**src/rtl/risc5_pipe_ctrl.sv**
```systemverilog
// rtl/risc5_pipe_ctrl.sv - hazard, stall/flush and forwarding control for the 5-stage core
// Optional macro RISC5_PIPE_PERF_EN adds saturating stall/flush/wait counters.
module risc5_pipe_ctrl #(
    parameter int RA_W    = 5,
    parameter int MEM_LAT = 0,
    parameter int CNT_W   = 32
) (
    input  logic            clk_i,
    input  logic            rst_ni,
    input  logic [RA_W-1:0] rs1_addr_id_i,
    input  logic [RA_W-1:0] rs2_addr_id_i,
    input  logic            rs1_used_id_i,
    input  logic            rs2_used_id_i,
    input  logic [RA_W-1:0] rs1_addr_ex_i,
    input  logic [RA_W-1:0] rs2_addr_ex_i,
    input  logic [RA_W-1:0] rd_addr_ex_i,
    input  logic            mem_read_ex_i,
    input  logic            reg_write_ex_i,
    input  logic [RA_W-1:0] rd_addr_mem_i,
    input  logic            reg_write_mem_i,
    input  logic            mem_acc_mem_i,
    input  logic [RA_W-1:0] rd_addr_wb_i,
    input  logic            reg_write_wb_i,
    input  logic            branch_i,
    input  logic            jump_i,
    output logic            pc_write_o,
    output logic            if_write_o,
    output logic            if_flush_o,
    output logic            idex_write_o,
    output logic            id_ex_bubble_o,
    output logic            exmem_write_o,
    output logic            mem_wb_bubble_o,
    output logic [1:0]      forward_a_o,
    output logic [1:0]      forward_b_o,
    output logic            stall_o,
    output logic            mem_busy_o
`ifdef RISC5_PIPE_PERF_EN
    ,
    output logic [CNT_W-1:0] stall_cnt_o,
    output logic [CNT_W-1:0] flush_cnt_o,
    output logic [CNT_W-1:0] wait_cnt_o
`endif
);

    typedef enum logic {S_RUN, S_WAIT} state_e;

    localparam bit         HAS_WAIT = (MEM_LAT > 0);
    localparam logic [3:0] LAT_M1   = HAS_WAIT ? 4'(MEM_LAT - 1) : 4'd0;

    state_e     state_q;
    logic [3:0] wcnt_q;
    logic       done_q;

    logic mem_trig, mem_freeze, load_use, ctrl_flush;
    logic unused_ex;

    assign unused_ex = reg_write_ex_i;

    // done_q blocks a retrigger from the same access while EX_MEM is still holding it
    assign mem_trig   = (state_q == S_RUN) && mem_acc_mem_i && HAS_WAIT && !done_q;
    assign mem_freeze = mem_trig || (state_q == S_WAIT);
    assign load_use   = mem_read_ex_i && (rd_addr_ex_i != '0) &&
                        ((rs1_used_id_i && (rs1_addr_id_i == rd_addr_ex_i)) ||
                         (rs2_used_id_i && (rs2_addr_id_i == rd_addr_ex_i)));
    assign ctrl_flush = branch_i || jump_i;

    always_ff @(posedge clk_i or negedge rst_ni) begin
        if (!rst_ni) begin
            state_q <= S_RUN;
            wcnt_q  <= 4'd0;
            done_q  <= 1'b0;
        end else begin
            case (state_q)
                S_RUN: begin
                    done_q <= 1'b0;
                    if (mem_trig) begin
                        state_q <= S_WAIT;
                        wcnt_q  <= LAT_M1;
                    end
                end
                S_WAIT: begin
                    if (wcnt_q == 4'd0) begin
                        state_q <= S_RUN;
                        done_q  <= 1'b1;
                    end else begin
                        wcnt_q <= wcnt_q - 4'd1;
                    end
                end
                default: state_q <= S_RUN;
            endcase
        end
    end

    function automatic logic [1:0] fwd_sel(input logic [RA_W-1:0] rs,
                                           input logic            we_mem,
                                           input logic [RA_W-1:0] rd_mem,
                                           input logic            we_wb,
                                           input logic [RA_W-1:0] rd_wb);
        if (we_mem && (rd_mem != '0) && (rd_mem == rs)) return 2'b01;
        if (we_wb && (rd_wb != '0) && (rd_wb == rs))    return 2'b10;
        return 2'b00;
    endfunction

    always_comb begin
        pc_write_o      = 1'b1;
        if_write_o      = 1'b1;
        if_flush_o      = 1'b0;
        idex_write_o    = 1'b1;
        id_ex_bubble_o  = 1'b0;
        exmem_write_o   = 1'b1;
        mem_wb_bubble_o = 1'b0;
        stall_o         = 1'b0;
        mem_busy_o      = 1'b0;
        forward_a_o     = fwd_sel(rs1_addr_ex_i, reg_write_mem_i, rd_addr_mem_i,
                                  reg_write_wb_i, rd_addr_wb_i);
        forward_b_o     = fwd_sel(rs2_addr_ex_i, reg_write_mem_i, rd_addr_mem_i,
                                  reg_write_wb_i, rd_addr_wb_i);
        if (!rst_ni) begin
            pc_write_o      = 1'b0;
            if_write_o      = 1'b0;
            if_flush_o      = 1'b1;
            id_ex_bubble_o  = 1'b1;
            mem_wb_bubble_o = 1'b1;
            forward_a_o     = 2'b00;
            forward_b_o     = 2'b00;
        end else if (mem_freeze) begin
            pc_write_o      = 1'b0;
            if_write_o      = 1'b0;
            idex_write_o    = 1'b0;
            exmem_write_o   = 1'b0;
            mem_wb_bubble_o = 1'b1;
            stall_o         = 1'b1;
            mem_busy_o      = (state_q == S_WAIT);
        end else if (load_use) begin
            // ID operands are stale, so a taken branch/jump waits for the retry
            pc_write_o     = 1'b0;
            if_write_o     = 1'b0;
            id_ex_bubble_o = 1'b1;
            stall_o        = 1'b1;
        end else if (ctrl_flush) begin
            if_flush_o = 1'b1;
        end
    end

`ifdef RISC5_PIPE_PERF_EN
    logic [CNT_W-1:0] stall_cnt_q, flush_cnt_q, wait_cnt_q;

    always_ff @(posedge clk_i or negedge rst_ni) begin
        if (!rst_ni) begin
            stall_cnt_q <= '0;
            flush_cnt_q <= '0;
            wait_cnt_q  <= '0;
        end else begin
            if (load_use && !mem_freeze && !(&stall_cnt_q)) stall_cnt_q <= stall_cnt_q + CNT_W'(1);
            if (if_flush_o && !(&flush_cnt_q))              flush_cnt_q <= flush_cnt_q + CNT_W'(1);
            if (mem_freeze && !(&wait_cnt_q))               wait_cnt_q  <= wait_cnt_q + CNT_W'(1);
        end
    end

    assign stall_cnt_o = stall_cnt_q;
    assign flush_cnt_o = flush_cnt_q;
    assign wait_cnt_o  = wait_cnt_q;
`else
    localparam int unused_cnt_w = CNT_W;
`endif

endmodule

```
**config.mk**
```make
export PLATFORM = sky130hd
export DESIGN_NAME = risc5_pipe_ctrl
export DESIGN_NICKNAME = d
export VERILOG_FILES = /design/src/rtl/risc5_pipe_ctrl.sv
export SDC_FILE = /design/constraint.sdc
export NUM_CORES = 1
export LEC_CHECK = 0
export ABC_AREA = 1
export BUFFER_PORTS_ARGS = -buffer_cell sky130_fd_sc_hd__buf_2
export CORE_UTILIZATION = 41
export DETAILED_ROUTE_END_ITERATION = 12
export PLACE_DENSITY = 0.87
export SKIP_LAST_GASP = 1
export SYNTH_ARGS = -nofsm -noshare
export SYNTH_HDL_FRONTEND = slang
export SYNTH_SLANG_ARGS = --single-unit
```
**constraint.sdc**
```tcl
create_clock -name clk_i -period 1.6 [get_ports clk_i]
set_input_delay 0.24 -clock clk_i [delete_from_list [all_inputs] [get_ports clk_i]]
set_output_delay 0.24 -clock clk_i [all_outputs]
set_load 0.02 [all_outputs]
```
==> results of run 1 <==
## metal layers
layer,share of wire,vias to the layer above
met4,0.0083,0
met2,0.50,35
li1,-,548
met3,0.075,2
met1,0.41,424
met5,0,-
## how the worst max path moves through the flow
stage / start / endpoint / slack, ns / cells past startpoint
after floorplan: mem_freeze / pc_write_o / 0.07 / 4
after global placement: rd_addr_mem_i[0] / forward_a_o[0] / 0.19 / 8
after detailed placement: rd_addr_mem_i[0] / forward_a_o[0] / 0.17 / 8
after CTS: rd_addr_mem_i[0] / forward_a_o[0] / 0.17 / 8
after global routing: rd_addr_ex_i[2] / pc_write_o / 0.04 / 7
final: rd_addr_mem_i[0] / forward_a_o[0] / 0.18 / 8
## stage by stage
step / util / cells
floorplan: - / 141
global placement: 0.623 / 221
detailed placement: 0.623 / 221
CTS: 0.649 / 227
global route: 0.649 / 227
finish: 0.649 / 227
## placed cells by master (no fill, tap or decap), types with 2 or more instances in the layout
cell type	netlist	layout
nand2_1	38	38
nor2_1	19	19
clkbuf_4	0	3
dfrtp_1	5	5
xnor2_1	7	7
a21oi_1	3	3
dlygate4sd3_1	0	2
or2_2	2	2
nor3_1	2	2
and3_1	2	2
inv_1	23	23
and2_1	2	2
nand2_2	3	3
inv_2	2	2
o21ai_0	3	3
buf_2	0	56
xor2_1	13	13
nand3_1	8	8
o21ai_1	2	2
## flip-flops by register name (all words and copies together) (netlist names)
register / count
wcnt_q: 4
mem_freeze: 1
## cell type report
cell class	instances	share of cell area
Multi-Input combinational cell	109	0.505
Timing Repair Buffer	59	0.261
Sequential cell	5	0.106
Inverter	25	0.0794
Tap cell	25	0.0265
Clock buffer	4	0.0222
## power by group
| part | switching [mW] | internal, mW | total [mW] |
|---|---|---|---|
| registers | 0 | 0.127 | 0.127 |
| clock network | 0.0494 | 0.0941 | 0.143 |
| logic | 0.112 | 0.100 | 0.212 |
| total | 0.161 | 0.321 | 0.482 |
## cell families after synthesis
family                     Yosys count  synth area share
adders and majority gates            1            0.0151
DFF                                  5             0.151
buffers and inverters               27             0.131
and+or+nand+nor                     78             0.408
xor gates and xnor gates            20             0.211
AOI/OAI and AO/OA                   10            0.0843
## Yosys cell counts, drive strengths merged
cell type / n / area, µm²
nand2: 41 / 161
or2: 2 / 12.5
nor2: 19 / 71.3
o21ai: 6 / 33.8
and2: 2 / 12.5
nand3: 8 / 40.0
and3: 2 / 12.5
inv: 25 / 93.8
buf: 2 / 15.0
nor3: 2 / 10.0
dfrtp: 5 / 125
ha: 1 / 12.5
a31oi: 1 / 21.3
a21oi: 3 / 15.0
xnor2: 7 / 61.3
nand4: 2 / 18.8
xor2: 13 / 114
## worst max-delay path: stages
cell	delay, ns
buf_2	0.12
nor2_1	0.13
nand2_1	0.06
o21ai_1	0.11
inv_1	0.05
and3_1	0.17
and2_1	0.13
buf_2	0.15
==> summary.txt, run 1 <==
Outcome
  – Status: finished clean

Job
  – MaxCap Viol Count: 0

Global route
  – Global route total overflow: 0
  – Global-route wire length before repair: 3.18 mm
  – Vias in the first global route: 853
  – M1 GR Usage: 0.240
  – Largest net degree at the start of global routing: 9
  – Total global-route track usage: 0.199
  – Initial antenna violation count: 0
  – Met2 Usage GRT: 0.369
  – Grt met3 use: 0.00769
  – Gr busiest metal: met2

CTS
  – Cells resized by post-CTS repair: 0
  – Num CTS Buffers: 3
  – Clock-pin slew on the worst setup and hold paths: 0.04 ns
  – Hold_buf cts: 2
  – Root Buffer: clkbuf_4
  – Clock tree sinks: 5
  – Clock Path Buffers: 2
  – TritonCTS clock tree: done
  – Worst-Skew Late Latency: 0.24 ns
  – CTS HTree Levels: 1
  – Post-CTS Setup Inserts: 0

Die
  – I/O Pins: 59
  – DIE AREA: between 2000 and 2500 µm²
  – Core box area: between 1500 and 2000 µm²
  – Initial Util: 0.456
  – Height of the die: 47.0 µm
  – Die X: 47.0 µm
  – Row cnt: 15

Placement
  – Final RePlAce weighted congestion: 0.786
  – DP Worst Slack: 0.174 ns
  – Port-buffer cells: between 50 and 60
  – Post-DP HPWL: about 1.8 mm
  – Area after DPL: 1130 µm²

Synthesis
  – Syn Area/Cell: 5.89 µm²
  – Yosys warns: 0
  – Yosys reg bits: 5
  – Yosys cell types: 22
  – Register area share after synthesis: 0.151
  – Mapped Nets: ~190
  – Synthesized cell area: about 830 µm²
  – Syn Inst Count: 141

Timing
  – Period utilisation layout: 0.886
  – Setup violators final: 0
  – WHS: 0.452 ns
  – Setup TNS Final: 0 ns
  – Relative slew slack: 0.842
  – Max Freq: 706 MHz
  – Worst setup margin: 0.183 ns
  – Slew @ Worst Pin: 0.237 ns
  – Fin. max-slew vios: 0
  – Final Skew: 0.00442 ns
  – RSZ-0062 raised after global routing: false
  – Final Hold Vio Count: 0
  – Final Critical Period: 1.42 ns

Final layout
  – Area of the multi-input gates: around 600 µm²
  – Antenna Cells: 0
  – Sequential cell area: 125 µm²
  – Layout fillers: roughly 190
  – Share of cells above drive strength 1: 0.347
  – Area grow syn2layout: 42.2%
  – Final net count: 250
  – Design area: 1180 µm²

Power
  – Static Leak: 0.719 nW
  – Power Density: slightly above 400 nW/µm²
  – Worst VDD drop: 0.489 mV
  – Tot Pwr: slightly below 0.5 mW

Route
  – Drt first pass iters: 4
  – Post-Route WL: 2.04 mm
  – Starting DRT DRC Count: 14
  – Antenna viol nets, final: 0
  – Vias: 1009
  – Via/cell ratio: 4.44
  – Detailed-route DRC error count: 0
  – Wire per inst: 8.97 µm

Critical path
  – Worst r2r path cells: 5
  – Critical Path Fanout Max: 3
  – CP arrival: roughly 1.2 ns
  – Crit path capture type: output pin
  – Startpoint Class: input port
  – Worst Path Required: 1.36 ns
  – R2r endpoint: wcnt_q[3]
  – FF-to-FF setup slack: 0.22 ns
  – Crit path kind: in2out
  – Launch point of the worst reg-to-reg path: wcnt_q[0]

Worst hold path
  – Hold Path Class: in2async
No activity file was read; power rests on OpenSTA's default activity.
==> run 2: changes to the inputs <==
==> constraint.sdc (replaced) <==
create_clock -name clk_i -period 1.34 [get_ports clk_i]
set_input_delay 0.201 -clock clk_i [delete_from_list [all_inputs] [get_ports clk_i]]
set_output_delay 0.201 -clock clk_i [all_outputs]
set_load 0.02 [all_outputs]
==> run 2 against run 1 <==
  * Clock skew down 0.0034 ns
  * Non-clock buffer count grew 3
  * Critical path depth down 1
  * Flip-flop and latch count did not move
  * Global-route usage up 1.7 points
  * First-iteration DRC count is 86% higher
  * Die area is the same
  * Clock power grew 22%
  * Via count rose by 6.7%
  * Critical path type unchanged
  * Critical endpoint unchanged
  * Largest power group unchanged
==> summary.txt, run 2 (synthesis gave the netlist of run 1 again) <==
Final layout
  – Share of cells above drive strength 1: 0.502
  – Final net count: 253
  – Leading cell type in the layout, fill and taps excluded: buf_2
  – Area grow syn2layout: 75.6%
  – Final design utilization: 0.801
  – Layout fillers: 133
  – Cell Count, Final, Fillers Out: 230
  – Top reg by flops: wcnt_q
  – Antenna Cells: 0
  – Most frequent cells in the layout: 35 x buf_2, 29 x nand2_1, 18 x nor2_1, 18 x buf_6, 15 x inv_1
  – Max reg flops: 4

Placement
  – Port-buffer cells: between 50 and 60
  – Cells after DPL: roughly 220
  – Final RePlAce weighted congestion: 0.824
  – Post-DP HPWL: 1.87 mm

Route
  – Vias: 1077
  – Drt first pass iters: 4
  – Post-Route WL: ~2.6 mm
  – Via/cell ratio: 4.68
  – Starting DRT DRC Count: 26
  – Antenna viol nets, final: 0
  – Wire per inst: approximately 11 µm
  – Detailed-route DRC error count: 0

Die
  – DIE AREA: 2210 µm²
  – I/O Pins: 59
  – Height of the die: 47.0 µm
  – Row cnt: 15
  – Die X: between 40 and 50 µm
  – Initial Util: 0.456
  – Core box area: 1820 µm²

Outcome
  – Status: finished clean

Critical path
  – Top delay family on crit path: simple AND/OR/NAND/NOR gates
  – Critical Path Fanout Max: 2
  – Max stage delay on crit path: 0.19 ns
  – Crit path kind: in2out
  – CP arrival: around 1.1 ns
  – Critical-path cell list: buf_2, buf_4, xor2_1, nor2_1, and3_1, and2_1, buf_6
  – Worst Path Required: between 1 and 1.5 ns
  – Crit path capture type: output pin
  – Bufs and invs on worst path: 3
  – Slowest-stage cell, CP: and3_1
  – Startpoint Class: input port

Global route
  – Initial antenna violation count: 0
  – Global route total overflow: 0
  – Global-route wire length before repair: between 3 and 4 mm
  – Largest net degree at the start of global routing: 10
  – Total global-route track usage: 0.216
  – Vias in the first global route: 906

CTS
  – Clock tree sinks: 5
  – Worst-Skew Late Latency: about 0.24 ns
  – Clock-pin slew on the worst setup and hold paths: ~0.040 ns
  – Num CTS Buffers: 3
  – Root Buffer: clkbuf_4
  – CTS HTree Levels: 1
  – Clock Path Buffers: 2
  – TritonCTS clock tree: done

Timing
  – Period utilisation layout: 0.998
  – RSZ-0062 raised after global routing: true
  – Max Freq: 748 MHz
  – WHS: 0.461 ns
  – Setup TNS Final: 0 ns
  – Slew @ Worst Pin: ~0.2 ns
  – Fin. max-slew vios: 0
  – Final Skew: 0.00102 ns
  – Final Hold Vio Count: 0
  – Setup violators final: 0
  – Final Critical Period: roughly 1.3 ns
  – Relative slew slack: 0.869

Power
  – Worst VDD drop: 0.424 mV
  – Tot Pwr: 0.671 mW
  – Switching pwr: 0.232 mW
  – Clock power frac: 0.259
  – P_int: about 0.44 mW
  – Comb power frac: 0.515
  – Power Density: 460 nW/µm²
  – Sw Ratio: 0.345
  – Flop pwr share: 0.226
  – Static Leak: 0.798 nW

Worst hold path
  – Hold Path Class: reg2reg

Job
  – MaxCap Viol Count: 0
## run 2: worst reg2reg max path: stages (launching register included)
cell and delay, ns:
dfrtp_1 0.38, inv_1 0.09, ha_2 0.22, a31oi_4 0.10, buf_4 0.17, xor2_1 0.14
## run 2: what timing repair did
action / in CTS / in global routing
hold buffers: 1 / 0
pin swaps: 0 / 29
endpoints found under the hold margin: 5 / 0
gates cloned: 0 / 0
setup buffers: 0 / 2
setup endpoints to repair: 4 / 11
gates resized for setup: 2 / 74
## run 2: layout make-up
cell class	instances	area [µm²]	area share
Sequential cell	5	126	0.0866
Multi-Input combinational cell	109	703	0.482
Tap cell	25	31.3	0.0214
Timing Repair Buffer	62	463	0.317
Inverter	25	109	0.0746
Clock buffer	4	26.3	0.0180
## run 2: power by group through the flow
stage          Sequential (mW)  Clock (mW)  Combinational [mW]
6_report                 0.152       0.174               0.346
5_1_grt                  0.151       0.187               0.378
4_1_cts                  0.151       0.185               0.256
3_5_place_dp             0.154           0               0.253
3_3_place_gp             0.154           0               0.248
2_1_floorplan            0.154           0               0.132
## run 2: through the flow
stage / cell area, µm² / setup slack [ns]
2_1_floorplan: 835 / 0.00771
3_3_place_gp: 1150 / -0.0122
3_5_place_dp: 1150 / -0.0470
4_1_cts: 1190 / -0.0107
5_1_grt: 1460 / -0.0822
6_report: 1460 / 0.00328
## run 2: final timing paths
| check | startpoint | to | slack, ns | depth (start not counted) |
|---|---|---|---|---|
| min in group asynchronous | rst_ni | wcnt_q[2] | 0.55 | 3 |
| setup / recovery | rd_addr_mem_i[2] | forward_a_o[0] | 0.003 | 7 |
| max in group asynchronous | rst_ni | mem_freeze | 0.67 | 3 |
| hold / removal | wcnt_q[0] | wcnt_q[0] | 0.46 | 1 |
| hold reg to reg | wcnt_q[0] | wcnt_q[0] | 0.46 | 1 |
| setup reg to reg | wcnt_q[0] | wcnt_q[0] | 0.13 | 5 |
## run 2: routing by layer
layer  global-route usage  up-vias  routed length (µm)  share of wire
met5                    0        -                   0              0
met3               0.0346       10                 138          0.053
met2                0.367       38                1380           0.53
li1                     -      556                   -              -
met4               0.0857        0                  72          0.027
met1                0.273      473                1030           0.39
==> run 3: changes to the inputs <==
--- a/config.mk
+++ b/config.mk
@@ -8,8 +8,10 @@
 export ABC_AREA = 1
 export BUFFER_PORTS_ARGS = -buffer_cell sky130_fd_sc_hd__buf_2
 export CORE_UTILIZATION = 41
+export CTS_CLUSTER_SIZE = 30
 export DETAILED_ROUTE_END_ITERATION = 12
 export PLACE_DENSITY = 0.87
+export REMOVE_ABC_BUFFERS = 1
 export SKIP_LAST_GASP = 1
 export SYNTH_ARGS = -nofsm -noshare
 export SYNTH_HDL_FRONTEND = slang
==> constraint.sdc (replaced) <==
create_clock -name clk_i -period 1.4 [get_ports clk_i]
set_input_delay 0.21 -clock clk_i [delete_from_list [all_inputs] [get_ports clk_i]]
set_output_delay 0.21 -clock clk_i [all_outputs]
set_load 0.02 [all_outputs]
==> run 3 against run 2 <==
  * Routed wire length down 13%
  * Critical endpoint unchanged
  * Largest cell class unchanged
  * Utilization down 9.0 points
  * Cell area down 11%
  * Non-clock buffer count up 1
  * Clock power down 8%
  * Hold slack worse by 0.055 ns
  * Total power down 14%
  * Highest routed layer is now met3
  * Flip-flop and latch count unchanged
  * Count of clock-buffer cells in the layout unchanged
  * Register-to-register slack worse by 0.04 ns
  * Sequential power down 5%
  * Sequential share of layout area up 1.0 points
  * Critical path type unchanged
  * Largest power group unchanged
==> summary.txt, run 3 (synthesis gave the netlist of run 1 again) <==
Power
  – Flop pwr share: 0.252
  – P_int: 0.384 mW
  – Sw Ratio: 0.332
  – Comb power frac: 0.470
  – Switching pwr: roughly 0.19 mW
  – Static Leak: 0.757 nW
  – Clock power frac: 0.278
  – Power Density: 445 nW/µm²
  – Worst VDD drop: 0.427 mV

CTS
  – CTS HTree Levels: 1
  – Num CTS Buffers: 3
  – TritonCTS clock tree: done
  – Worst-Skew Late Latency: 0.23 ns
  – Clock tree sinks: 5
  – Root Buffer: clkbuf_4
  – Clock-pin slew on the worst setup and hold paths: approximately 0.040 ns
  – Clock Path Buffers: 2

Final layout
  – Final design utilization: 0.711
  – Sequential cell area: 125 µm²
  – Antenna Cells: 0
  – Layout fillers: between 150 and 200
  – Cell Count, Final, Fillers Out: around 230
  – Share of cells above drive strength 1: 0.417
  – Max reg flops: 4
  – Top reg by flops: wcnt_q
  – Area of the multi-input gates: 624 µm²
  – Leading cell type in the layout, fill and taps excluded: buf_2
  – Most frequent cells in the layout: 44 x buf_2, 35 x nand2_1, 18 x nor2_1, 18 x inv_1, 13 x xor2_1
  – Design area: 1290 µm²
  – Final net count: 254
  – Area grow syn2layout: 55.9%

Placement
  – Area after DPL: 1140 µm²
  – Post-DP HPWL: 1.80 mm
  – Port-buffer cells: 56
  – Cells after DPL: approximately 220
  – Final RePlAce weighted congestion: 0.810
  – DP Worst Slack: 0.0431 ns

Route
  – Wire per inst: roughly 9.8 µm
  – Drt first pass iters: 4
  – Starting DRT DRC Count: 23
  – Detailed-route DRC error count: 0
  – Vias: 1049
  – Via/cell ratio: 4.54
  – Post-Route WL: 2.27 mm
  – Antenna viol nets, final: 0

Timing
  – Period utilisation layout: 0.959
  – Max Freq: 745 MHz
  – Slew @ Worst Pin: approximately 0.19 ns
  – Worst setup margin: around 0.057 ns
  – Final Hold Vio Count: 0
  – Fin. max-slew vios: 0
  – Setup TNS Final: 0 ns
  – Final Critical Period: approximately 1.3 ns
  – RSZ-0062 raised after global routing: true
  – Relative slew slack: 0.870
  – Setup violators final: 0
  – Final Skew: 0.00139 ns

Global route
  – Global route total overflow: 0
  – Initial antenna violation count: 0
  – Global-route wire length before repair: 3.15 mm
  – Largest net degree at the start of global routing: 9
  – Total global-route track usage: 0.201
  – Vias in the first global route: 873

Critical path
  – CP most frequent cell: buf_2
  – Worst Path Required: 1.19 ns
  – Critical-path cell list: buf_2, xnor2_1, nand2_1, nor2_1, and3_4, and2_1, buf_2
  – Critical Path Fanout Max: 3
  – Slowest-stage cell, CP: and3_4
  – Crit path capture type: output pin
  – Crit path kind: in2out
  – Max stage delay on crit path: 0.19 ns
  – Bufs and invs on worst path: 2
  – Startpoint Class: input port
  – Top delay family on crit path: simple AND/OR/NAND/NOR gates
  – CP arrival: 1.13 ns

Job
  – MaxCap Viol Count: 0

Die
  – I/O Pins: 59
  – Die X: 47.0 µm
  – Core box area: 1820 µm²
  – DIE AREA: 2210 µm²
  – Initial Util: 0.456
  – Row cnt: 15
  – Height of the die: 47.0 µm

Outcome
  – Status: finished clean

Worst hold path
  – Hold Path Class: in2async
run 3: changes by cell type in the layout (fill, tap and decap cells not counted), moves of 2 or more:
cell / change
buf_2: +9
buf_4: +4
buf_6: -11
buf_8: -2
inv_1: +3
inv_2: +2
inv_4: -4
nand2_1: +6
nand2_2: -6
nand3_1: +2
nand3_2: -2
nor3_1: +2
nor3_2: -2
xnor2_1: +2
run 3: area by class of cell:
type | instances | share of cell area
Tap cell | 25 | 0.0242
Sequential cell | 5 | 0.0966
Clock buffer | 4 | 0.0203
Inverter | 25 | 0.0725
Timing Repair Buffer | 63 | 0.304
Multi-Input combinational cell | 109 | 0.482
run 3: worst reg2reg max path, cell delays in order, from the launching register on:
cell and delay (ns):
dfrtp_1 0.35, inv_1 0.07, ha_1 0.25, a31oi_4 0.25, nand4_2 0.10, xor2_1 0.16
run 3: power groups by stage:
stage	Clock, mW	Combinational [mW]	Sequential [mW]
4_1_cts	0.167	0.244	0.145
6_report	0.160	0.271	0.145
2_1_floorplan	0	0.122	0.147
3_3_place_gp	0	0.234	0.147
3_5_place_dp	0	0.238	0.147
5_1_grt	0.178	0.301	0.145
run 3: repair_timing:
| action | 4_1_cts | 5_1_grt |
|---|---|---|
| setup endpoints to repair | 0 | 9 |
| hold buffers | 2 | 0 |
| buffers inserted | 0 | 3 |
| endpoints found under the hold margin | 5 | 0 |
| gates resized for setup | 0 | 29 |
run 3: worst paths after layout:
| kind | depth (start not counted) | from | end | slack, ns |
|---|---|---|---|---|
| max | 7 | rd_addr_mem_i[1] | forward_a_o[0] | 0.06 |
| min | 2 | rst_ni | wcnt_q[2] | 0.41 |
| max reg2reg | 5 | wcnt_q[0] | wcnt_q[3] | 0.09 |
| min reg2reg | 1 | wcnt_q[0] | wcnt_q[0] | 0.47 |
| max in group asynchronous | 3 | rst_ni | wcnt_q[0] | 0.70 |
| min in group clk_i | 1 | wcnt_q[0] | wcnt_q[0] | 0.47 |
run 3: stage by stage:
stage | hold WS, ns | total power, mW
finish | 0.406 | 0.576
CTS | 0.399 | 0.555
global placement | 0.0449 | 0.381
global route | 0.407 | 0.623
floorplan | -0.0856 | 0.270
detailed placement | 0.0462 | 0.385
run 3: per-layer routing:
layer / wire, µm / global-route usage / vias to the layer above
li1: - / - / 562
met1: 929 / 0.244 / 459
met2: 1240 / 0.350 / 28
met3: 103 / 0.0346 / 0
met4: 0 / 0.0800 / 0
met5: 0 / 0 / -
